--- config.mk ---
export PLATFORM = sky130hd
export DESIGN_NAME = breath_seq_ctrl
export DESIGN_NICKNAME = d
export VERILOG_FILES = /design/src/rtl/breath_pkg.sv /design/src/rtl/breath_pwm_cnt.sv /design/src/rtl/breath_seq_ctrl.sv
export SDC_FILE = /design/constraint.sdc
export NUM_CORES = 1
export LEC_CHECK = 0
export CAP_MARGIN = 20
export CORE_ASPECT_RATIO = 1.2
export CORE_MARGIN = 2
export CORE_UTILIZATION = 45
export CTS_CLUSTER_DIAMETER = 200
export DETAILED_ROUTE_END_ITERATION = 12
export DONT_BUFFER_PORTS = 1
export GPL_ROUTABILITY_DRIVEN = 0
export GPL_TIMING_DRIVEN = 0
export HOLD_SLACK_MARGIN = 0.1
export PLACE_DENSITY_LB_ADDON = 0.15
export RECOVER_POWER = 50
export SLEW_MARGIN = 20
export SYNTH_ARGS = -nofsm -noshare
export SYNTH_HDL_FRONTEND = slang
export SYNTH_SLANG_ARGS = --single-unit
--- constraint.sdc ---
create_clock -name clk -period 7.83 [get_ports clk]
set_input_delay 1.566 -clock clk [delete_from_list [all_inputs] [get_ports clk]]
set_output_delay 1.566 -clock clk [all_outputs]
set_load 0.05 [all_outputs]
--- src/rtl/breath_pkg.sv ---
// Shared types and width helpers for the breathing-LED blocks.
package breath_pkg;

  typedef enum logic [1:0] {
    IDLE = 2'd0,
    RISE = 2'd1,
    FALL = 2'd2,
    GAP  = 2'd3
  } state_e;

  // Default configuration widths, shared with the single-LED breathing block
  localparam int unsigned DEF_N_LED  = 4;
  localparam int unsigned DEF_PERIOD = 50_000;
  localparam int unsigned CNT_W      = $clog2(DEF_PERIOD + 1);
  localparam int unsigned CH_W       = $clog2(DEF_N_LED);

  function automatic int unsigned cnt_width(input int unsigned period);
    return $clog2(period + 1);
  endfunction

  function automatic int unsigned ch_width(input int unsigned n_led);
    return $clog2(n_led);
  endfunction

endpackage

--- src/rtl/breath_pwm_cnt.sv ---
// PWM period counter: free-running 0..PERIOD-1 with a last-cycle tick.
module breath_pwm_cnt
  import breath_pkg::*;
#(
  parameter int unsigned PERIOD = 50_000,
  parameter int unsigned W      = cnt_width(PERIOD)
) (
  input  logic         clk,
  input  logic         rst_n,
  output logic [W-1:0] cnt,
  output logic         tick_c
);

  logic [W-1:0] cnt_q, cnt_d;

  always_comb begin
    tick_c = (cnt_q == W'(PERIOD - 1));
    cnt_d  = tick_c ? '0 : cnt_q + W'(1);
  end

  always_ff @(posedge clk or negedge rst_n) begin
    if (!rst_n) cnt_q <= '0;
    else        cnt_q <= cnt_d;
  end

  assign cnt = cnt_q;

endmodule

--- src/rtl/breath_seq_ctrl.sv ---
// Chaser sequencer sharing one breathing PWM engine across N_LED active-low LEDs.
// Optional SEQ_PAUSE_EN adds a pause input that freezes the ramp on period ticks.
module breath_seq_ctrl
  import breath_pkg::*;
#(
  parameter int unsigned N_LED        = 4,
  parameter int unsigned PERIOD       = 50_000,
  parameter int unsigned STEP         = 25,
  parameter int unsigned HOLD_PERIODS = 100
) (
  input  logic                        clk,
  input  logic                        rst_n,
  input  logic                        en,
  input  logic                        dir,
`ifdef SEQ_PAUSE_EN
  input  logic                        pause,
`endif
  output logic [N_LED-1:0]            led,
  output logic [$clog2(N_LED)-1:0]    ch_idx,
  output logic [$clog2(PERIOD+1)-1:0] duty,
  output logic                        busy
);

  localparam int unsigned DUTY_W = cnt_width(PERIOD);
  localparam int unsigned IDX_W  = ch_width(N_LED);
  localparam int unsigned GAP_W  = $clog2(HOLD_PERIODS + 1);

  state_e            state_q, state_d;
  logic [DUTY_W-1:0] duty_q, duty_d;
  logic [GAP_W-1:0]  gap_q, gap_d;
  logic [IDX_W-1:0]  ch_q, ch_d, ch_next_c;
  logic [DUTY_W-1:0] cnt;
  logic              tick_c;
  logic              step_c;
  logic [N_LED-1:0]  led_c;

  breath_pwm_cnt #(
    .PERIOD (PERIOD),
    .W      (DUTY_W)
  ) u_pwm_cnt (
    .clk    (clk),
    .rst_n  (rst_n),
    .cnt    (cnt),
    .tick_c (tick_c)
  );

`ifdef SEQ_PAUSE_EN
  assign step_c = tick_c & ~pause;
`else
  assign step_c = tick_c;
`endif

  // Neighbour channel in the requested direction, wrapping at both ends
  always_comb begin
    ch_next_c = ch_q;
    if (!dir) ch_next_c = (ch_q == IDX_W'(N_LED - 1)) ? '0 : ch_q + IDX_W'(1);
    else      ch_next_c = (ch_q == '0) ? IDX_W'(N_LED - 1) : ch_q - IDX_W'(1);
  end

  always_comb begin
    state_d = state_q;
    duty_d  = duty_q;
    gap_d   = gap_q;
    ch_d    = ch_q;
    if (step_c) begin
      case (state_q)
        IDLE: if (en) state_d = RISE;
        RISE: begin
          if (duty_q == DUTY_W'(PERIOD)) state_d = FALL;
          else                           duty_d  = duty_q + DUTY_W'(STEP);
        end
        FALL: begin
          if (duty_q == '0) begin
            state_d = GAP;
            gap_d   = '0;
          end else begin
            duty_d = duty_q - DUTY_W'(STEP);
          end
        end
        GAP: begin
          if (gap_q == GAP_W'(HOLD_PERIODS - 1)) begin
            ch_d    = ch_next_c;
            state_d = en ? RISE : IDLE;
          end else begin
            gap_d = gap_q + GAP_W'(1);
          end
        end
        default: state_d = IDLE;
      endcase
    end
  end

  always_ff @(posedge clk or negedge rst_n) begin
    if (!rst_n) begin
      state_q <= IDLE;
      duty_q  <= '0;
      gap_q   <= '0;
      ch_q    <= '0;
    end else begin
      state_q <= state_d;
      duty_q  <= duty_d;
      gap_q   <= gap_d;
      ch_q    <= ch_d;
    end
  end

  // Only the active channel is driven; an idle sequencer keeps every pin dark
  always_comb begin
    led_c = '1;
    for (int unsigned i = 0; i < N_LED; i++) begin
      if (state_q != IDLE && ch_q == IDX_W'(i)) led_c[i] = (cnt > duty_q);
    end
  end

  assign led    = led_c;
  assign ch_idx = ch_q;
  assign duty   = duty_q;
  assign busy   = (state_q != IDLE);

endmodule

==> summary.md, run 1 <==
| Metric | Value |
|---|---|
| Cts bufs inserted | 5 |
| Detailed-route wire length | 9399 µm |
| Util after Layout | 49.79% |
| Worst-case clock skew | 0.004606 ns |
| Cell leakage power | 1.621 nW |
| Area share of fa/ha/maj cells after synthesis | 10.07% |
| Count of flip-flops with a built-in enable after synthesis | 0 |
| Count of placed standard cells including taps | 508 |
| Filler-free cell count of the finished design | 516 |
| Max rail drop VDD | 107.1 µV |
| Post-synthesis sequential element count | 43 |
| Crit path arrival time | 3.60 ns |
| Worst min-delay path class | reg2reg |
| Vias in the first global route | about 3,000 |
| Total Negative Setup Slacks | 0 ns |
| Post-DR wirelength/cell | around 18 µm |
| Half-perimeter wire length after detailed placement | between 6000 and 7000 µm |
| Multiplexer area fraction after synthesis | between 2 and 2.5% |
| Die Wd | 85.71 µm |
| Total GRT Usage | 22.57% |
| Proportion of synthesized flip-flops having asynchronous set or reset | 100.0% |
| Critical Path Start Type | register |
| Setup slack after placement | 2.987 ns |
| Xor-xnor portion of the synthesized cell area | about 8.5% |
| Prevailing post-synth register cell | sky130_fd_sc_hd__dfrtp_1 |
| Actual transition at the worst max-transition pin | 0.8279 ns |
| Wire length of the first global-routing pass | 15,710 µm |
| Router iterations before antenna repair | 5 |
| Placement row count | 35 |
| CTS Root Buffer Type | sky130_fd_sc_hd__clkbuf_8 |
| Worst hold stages | 1 |
| Clock slew at the register clock pins of the worst setup and hold paths | 0.09 ns |
| Maximum number of pins on one net before global-route repair | 44 |
| Post-synth cell types | 68 |
| DRC | 0 |
| Met1 Usage GRT | 29.88% |
| Max transition margin | 44.63% |
| Mapped Cells | ~420 |
| Maximum number of buffers from clock root to sink | 2 |
| Area of the mapped netlist | 3605 µm² |
| Unrepaired setup endpoints after global routing | false |
| Main combinational cell family by area after synthesis | simple AND/OR/NAND/NOR gates |
| Area of the placeable core | 7707 µm² |
| Via-to-Cell Ratio | 6.233 |
| Clock network latency to the later pin of the worst-skew pair | ~0.30 ns |
| Number of max-slew violations in the final report | 0 |
| Initial core utilization | 46.77% |
| Synthesized Nets | 449 |
| CTS tree | yes |
| Die height | 102.0 µm |
| Max-cap violation count | 0 |
| Final hold violations | 0 |
| Total of warnings raised by yosys | 0 |
| Maximum clock frequency | 193.7 MHz |
| Die area | 8746 µm² |
| Post-cts repair resize count | 0 |
| Congestion Overflow GR | 0 |
| Post-synthesis sequential area ratio | around 30% |
| I/O pin count | 27 |
| Post-route design area | 3837 µm² |
| Nature of the critical path endpoint | output pin |
| Total placed instance area | roughly 3700 µm² |
| Ratio of cells with drive above 1 in the final layout | 8.019% |
| Drt first-iter violations | 325 |
| Pwr per Cell Area | 106.7 nW/µm² |
| H-tree lvl count | 2 |
| Data required time at the worst endpoint | 6.26 ns |
| Port Buffers | 0 |
| Area Overhead vs Synth | 6.456% |
| Setup Crit Path Kind | reg2out |
| Worst Reg2Reg Path Length in Cells | 15 |
| Run status | complete, no violations |
| Total Power | 0.4094 mW |
| Worst hold slack | between 0.5 and 0.6 ns |
| Met3 Use GR | 3.150% |
| Maximum fanout along the worst path | 10 |
| Fill cells | 740 |
| Global route hottest layer | met2 |
| Endpoints failing setup | 0 |
| Nets | 456 |
| Share of the synthesized area in compound gates (AO/OA/AOI/OAI) | 17.39% |
| Detail Route Antenna Nets | 0 |
| Global routing usage on met2 | 37.98% |
| Total vias in the final route | ~3,200 |
| Diodes inserted | 0 |
| Hold_buf cts | 0 |
| Initial antenna violation count | 0 |
| Avg Inst Size Synth | 8.665 µm² |
| Time the final worst path needs with I/O delays and setup | 5.163 ns |
| Area fraction in and, or, nand and nor cells after synthesis | 25.69% |
| Min setup slack post-route | 2.667 ns |
| TritonCTS Sinks | between 40 and 50 |
| Post-CTS Repair Setup Buffers | 0 |
| Final period util | 65.94% |
## final cells by class
type | instances | area (µm²) | share of cell area, %
plain buffers | 22 | 130.1 | 3.391
clock inverters | 2 | 35.03 | 0.9129
clock buffers | 6 | 82.58 | 2.152
flip-flops and latches | 43 | 1076 | 28.04
well taps | 92 | 115.1 | 3.000
inverters | 27 | 101.3 | 2.641
multi-input cells | 324 | 2297 | 59.86
## report_power, final
group          switching [mW]  leakage (nW)  internal (mW)
Sequential            0.00125         0.579          0.222
Clock                  0.0812        0.0612          0.103
Combinational        0.000769         0.981       0.000668
## cell usage in the layout, fill, tap and decap left out, types with 10 or more instances in the layout
| master | instances |
|---|---|
| sky130_fd_sc_hd__dfrtp_1 | 43 |
| sky130_fd_sc_hd__nand2_1 | 32 |
| sky130_fd_sc_hd__ha_1 | 29 |
| sky130_fd_sc_hd__inv_1 | 27 |
| sky130_fd_sc_hd__o21ai_0 | 27 |
| sky130_fd_sc_hd__xnor2_1 | 25 |
| sky130_fd_sc_hd__nand3_1 | 23 |
| sky130_fd_sc_hd__nor2_1 | 23 |
| sky130_fd_sc_hd__a21oi_1 | 15 |
| sky130_fd_sc_hd__nor3_1 | 13 |
| sky130_fd_sc_hd__clkbuf_1 | 11 |
| sky130_fd_sc_hd__xor2_1 | 10 |
## cell usage after synthesis, drive strengths merged, types with 3 or more instances
library cell / count / area share (%)
dfrtp: 43 / 30
nand2: 32 / 3.3
ha: 29 / 10
inv: 27 / 2.8
o21ai: 27 / 3.7
xnor2: 25 / 6.1
nand3: 24 / 3.5
nor2: 24 / 2.7
a21oi: 15 / 2.1
nor3: 13 / 1.8
buf: 12 / 2.6
clkbuf: 10 / 1.0
xor2: 10 / 2.4
nand4: 9 / 1.6
nor2b: 8 / 1.4
or4: 8 / 1.9
nor4: 7 / 1.2
a31oi: 6 / 1.0
mux2i: 6 / 1.7
and3: 5 / 0.87
nand2b: 5 / 0.87
o41ai: 5 / 1.2
or3: 5 / 0.90
nand3b: 4 / 0.83
nor4bb: 4 / 1.1
o211ai: 4 / 0.97
and4: 3 / 0.73
o21a: 3 / 0.62
o221ai: 3 / 0.73
o31ai: 3 / 0.62
## kinds of logic after synthesis
| kind of cell | count (synthesis) |
|---|---|
| simple gates | 163 |
| buf+inv | 49 |
| xor+xnor | 35 |
| compound gates | 90 |
| flops | 43 |
| fa+ha+maj | 29 |
| mux | 7 |
## worst max-delay path, cell delays in order, from the launching register on
cell,delay (ns)
sky130_fd_sc_hd__dfrtp_1,0.83
sky130_fd_sc_hd__clkbuf_1,0.43
sky130_fd_sc_hd__inv_1,0.15
sky130_fd_sc_hd__ha_1,0.32
sky130_fd_sc_hd__nand4_1,0.11
sky130_fd_sc_hd__or4_1,0.51
sky130_fd_sc_hd__a41oi_1,0.43
sky130_fd_sc_hd__nand3_1,0.51
## per-layer routing
layer | vias to the layer above | share of wire (%)
met2 | 129 | 49
li1 | 1542 | -
met5 | - | 0
met3 | 25 | 5.7
met1 | 1520 | 43
met4 | 0 | 2.6
## worst paths after layout
kind	endpoint	slack [ns]	from
worst max register to register	duty[8]$_DFFE_PN0P_	3.28	state_q[0]$_DFFE_PN0P_
max in group asynchronous	u_pwm_cnt.cnt[14]$_DFF_PN0_	6.78	rst_n
worst min-delay path	u_pwm_cnt.cnt[0]$_DFF_PN0_	0.52	u_pwm_cnt.cnt[0]$_DFF_PN0_
worst min register to register	u_pwm_cnt.cnt[0]$_DFF_PN0_	0.52	u_pwm_cnt.cnt[0]$_DFF_PN0_
min in group asynchronous	duty[4]$_DFFE_PN0P_	0.95	rst_n
worst max-delay path	led[3]	2.67	duty[6]$_DFFE_PN0P_
## flip-flops by register name (all words and copies together), names as in the netlist
register and cells:
ch_idx 2, gap_q 7, state_q 2, u_pwm_cnt.cnt 16, duty 16
Note: power is estimated with default switching activity, not from simulation.
==> run 2, diff against run 1 <==
- clock period: 7.83 -> 4.6 ns (I/O delays scaled with it)
==> summary.md, run 2 (same netlist as run 1, synthesis figures left out) <==
| Metric | Value |
|---|---|
| Run status | complete, no violations |
| Vias in the first global route | 3,066 (unchanged) |
| Crit path arrival time | 3.58 ns (-0.02 ns) |
| Maximum fanout along the worst path | 10 (unchanged) |
| Half-perimeter wire length after detailed placement | 6883 µm (unchanged) |
| Endpoints failing setup | 0 (unchanged) |
| Worst R2R Setup Slack | 0.22 ns (-3.06 ns) |
| Number of max-slew violations in the final report | 0 (unchanged) |
| Worst hold slack | 0.2971 ns (-0.2214 ns) |
| Ratio of cells with drive above 1 in the final layout | 8.685% (+0.67 points) |
| DRC | 0 (unchanged) |
| Data required time at the worst endpoint | 3.68 ns (-2.58 ns) |
| Total GRT Usage | 22.57% (unchanged) |
| Reg-to-Reg Start | state_q[0]$_DFFE_PN0P_ |
| Worst Reg2Reg Path Length in Cells | 16 (+1) |
| Setup Crit Path Kind | reg2out |
| Reg-to-reg endpoint | duty[8]$_DFFE_PN0P_ |
| Detail Route Antenna Nets | 0 (unchanged) |
| CP Launch Point | duty[9]$_DFFE_PN0P_ |
| I/O pin count | 27 (unchanged) |
| Time the final worst path needs with I/O delays and setup | roughly 4.5 ns |
| Maximum number of pins on one net before global-route repair | 44 (unchanged) |
| Critical Path Start Type | register |
| Max transition margin | 47.94% (+3.3 points) |
| Clock slew at the register clock pins of the worst setup and hold paths | 0.09 ns (about the same) |
| Max rail drop VDD | 182.6 µV (+70%) |
| Fill cells | 739 (-0.14%) |
| Wire length of the first global-routing pass | 15,710 µm (unchanged) |
| Area of the placeable core | 7707 µm² (unchanged) |
| Total placed instance area | 3720 µm² (unchanged) |
| Actual transition at the worst max-transition pin | 0.7737 ns (-0.05423 ns) |
| Total vias in the final route | 3,208 (-0.25%) |
| Most frequent standard cell in the layout excluding fill and tap cells | sky130_fd_sc_hd__dfrtp_1 |
| Maximum number of buffers from clock root to sink | 2 (unchanged) |
| Diodes inserted | 0 (unchanged) |
| Worst-case clock skew | 0.004328 ns (-0.0002779 ns) |
| Nets | 458 (+0.44%) |
| Kind of cell adding the most delay to the critical path | simple AND/OR/NAND/NOR gates |
| Max-cap violation count | 0 (unchanged) |
| Crit-path cells | clkbuf_1 > inv_1 > ha_1 > nand4_1 > or4_1 > a41oi_1 > nand3_1 |
| Hold_buf cts | 0 (unchanged) |
| Slowest cell on the critical path | sky130_fd_sc_hd__dfrtp_1 |
| Congestion Overflow GR | 0 (unchanged) |
| Worst min-delay path class | in2async |
| Cts bufs inserted | 5 (unchanged) |
| Post-route design area | 3854 µm² (+0.42%) |
| Pwr per Cell Area | 181.5 nW/µm² (+70%) |
| Placement row count | 35 (unchanged) |
| Initial antenna violation count | 0 (unchanged) |
| Maximum clock frequency | 222.1 MHz |
| Die Wd | 85.71 µm (unchanged) |
| Area Overhead vs Synth | 6.907% |
| Cell leakage power | 1.628 nW (+0.41%) |
| Clock network latency to the later pin of the worst-skew pair | 0.30 ns (about the same) |
| Drt first-iter violations | 400 (+23%) |
| Largest stage delay on the critical path | 0.70 ns (-0.13 ns) |
| CTS tree | yes |
| Initial core utilization | 46.77% (unchanged) |
| Final hold violations | 0 (unchanged) |
| Most used cells in the layout excluding fill and tap cells | sky130_fd_sc_hd__dfrtp_1, sky130_fd_sc_hd__nand2_1, sky130_fd_sc_hd__ha_1, sky130_fd_sc_hd__inv_1, sky130_fd_sc_hd__o21ai_0 |
| Die height | 102.0 µm (unchanged) |
| Critical path buffers and inverters | 2 (unchanged) |
| H-tree lvl count | 2 (unchanged) |
| Die area | 8746 µm² (unchanged) |
| Via-to-Cell Ratio | 6.193 (-0.63%) |
| Port Buffers | 0 (unchanged) |
| Post-DR wirelength/cell | 18.25 µm (+0.18%) |
| Detailed-route wire length | 9452 µm (+0.56%) |
| Final period util | 97.87% |
| CTS Root Buffer Type | sky130_fd_sc_hd__clkbuf_8 |
| Nature of the critical path endpoint | output pin |
| TritonCTS Sinks | 43 (unchanged) |
| Router iterations before antenna repair | 5 (unchanged) |
run 2: changes by cell type in the layout (fill, tap and decap cells not counted):
cell                       change
sky130_fd_sc_hd__clkbuf_1      -1
sky130_fd_sc_hd__buf_1         +1
sky130_fd_sc_hd__dfrtp_2       +1
sky130_fd_sc_hd__buf_4         +2
sky130_fd_sc_hd__dfrtp_1       -1
run 2: worst reg2reg max path, delay by kind of cell, from the launching register on:
family	cells	cell delay (ns)
multiplexers	1	0.24
AND/OR/NAND/NOR	1	0.38
flip-flops	1	0.44
adder cells (fa/ha/maj)	2	0.51
buffers and inverters	7	1.76
AO/OA/AOI/OAI	3	0.74
XOR/XNOR	2	0.23
run 2: repair_timing:
item | 4_1_cts | 5_1_grt
gates resized for setup | 0 | 1
setup endpoints to repair | 0 | 6
buffers inserted | 0 | 2
run 2: metrics by stage:
step	cells	utilization [%]	worst slack, ns	TNS [ns]	power (mW)
2_1_floorplan	416	-	0.9125	0	0.3898
3_3_place_gp	508	48.26	0.1311	0	0.3902
3_5_place_dp	508	48.26	0.1557	0	0.3903
4_1_cts	516	49.79	0.06526	0	0.7066
5_1_grt	518	50.00	-0.02877	-0.02877	0.7273
6_report	518	50.00	0.09814	0	0.6993
run 2: how the worst max path moves through the flow:
stage                                endpoint  slack, ns  depth (start not counted)
after global placement    duty[8]$_DFFE_PN0P_       0.13                         15
after CTS                              led[3]       0.07                          7
after floorplan                        led[0]       0.91                          7
after global routing      duty[8]$_DFFE_PN0P_      -0.03                         16
after detailed placement  duty[8]$_DFFE_PN0P_       0.16                         15
final                                  led[3]        0.1                          7
run 2: metal layers:
| layer | share of wire [%] | track usage [%] |
|---|---|---|
| met2 | 49 | 37.98 |
| met5 | 0 | 0 |
| met3 | 4.1 | 3.150 |
| met4 | 2.0 | 7.692 |
| met1 | 45 | 29.88 |
run 2: final cells by class:
cell class | instances | area [µm²] | share of cell area [%]
Multi-Input combinational cell | 324 | 2297 | 59.61
Inverter | 27 | 101.3 | 2.630
Timing Repair Buffer | 2 | 15.01 | 0.3896
Buffer | 22 | 130.1 | 3.377
Sequential cell | 43 | 1077 | 27.95
Clock buffer | 6 | 82.58 | 2.143
Tap cell | 92 | 115.1 | 2.987
Clock inverter | 2 | 35.03 | 0.9091
run 2: where the power goes:
| part | total, mW | switching (mW) | internal [mW] |
|---|---|---|---|
| logic | 0.00246 | 0.00132 | 0.00114 |
| registers | 0.380 | 0.00213 | 0.378 |
| clock network | 0.317 | 0.141 | 0.176 |
| total | 0.699 | 0.144 | 0.555 |
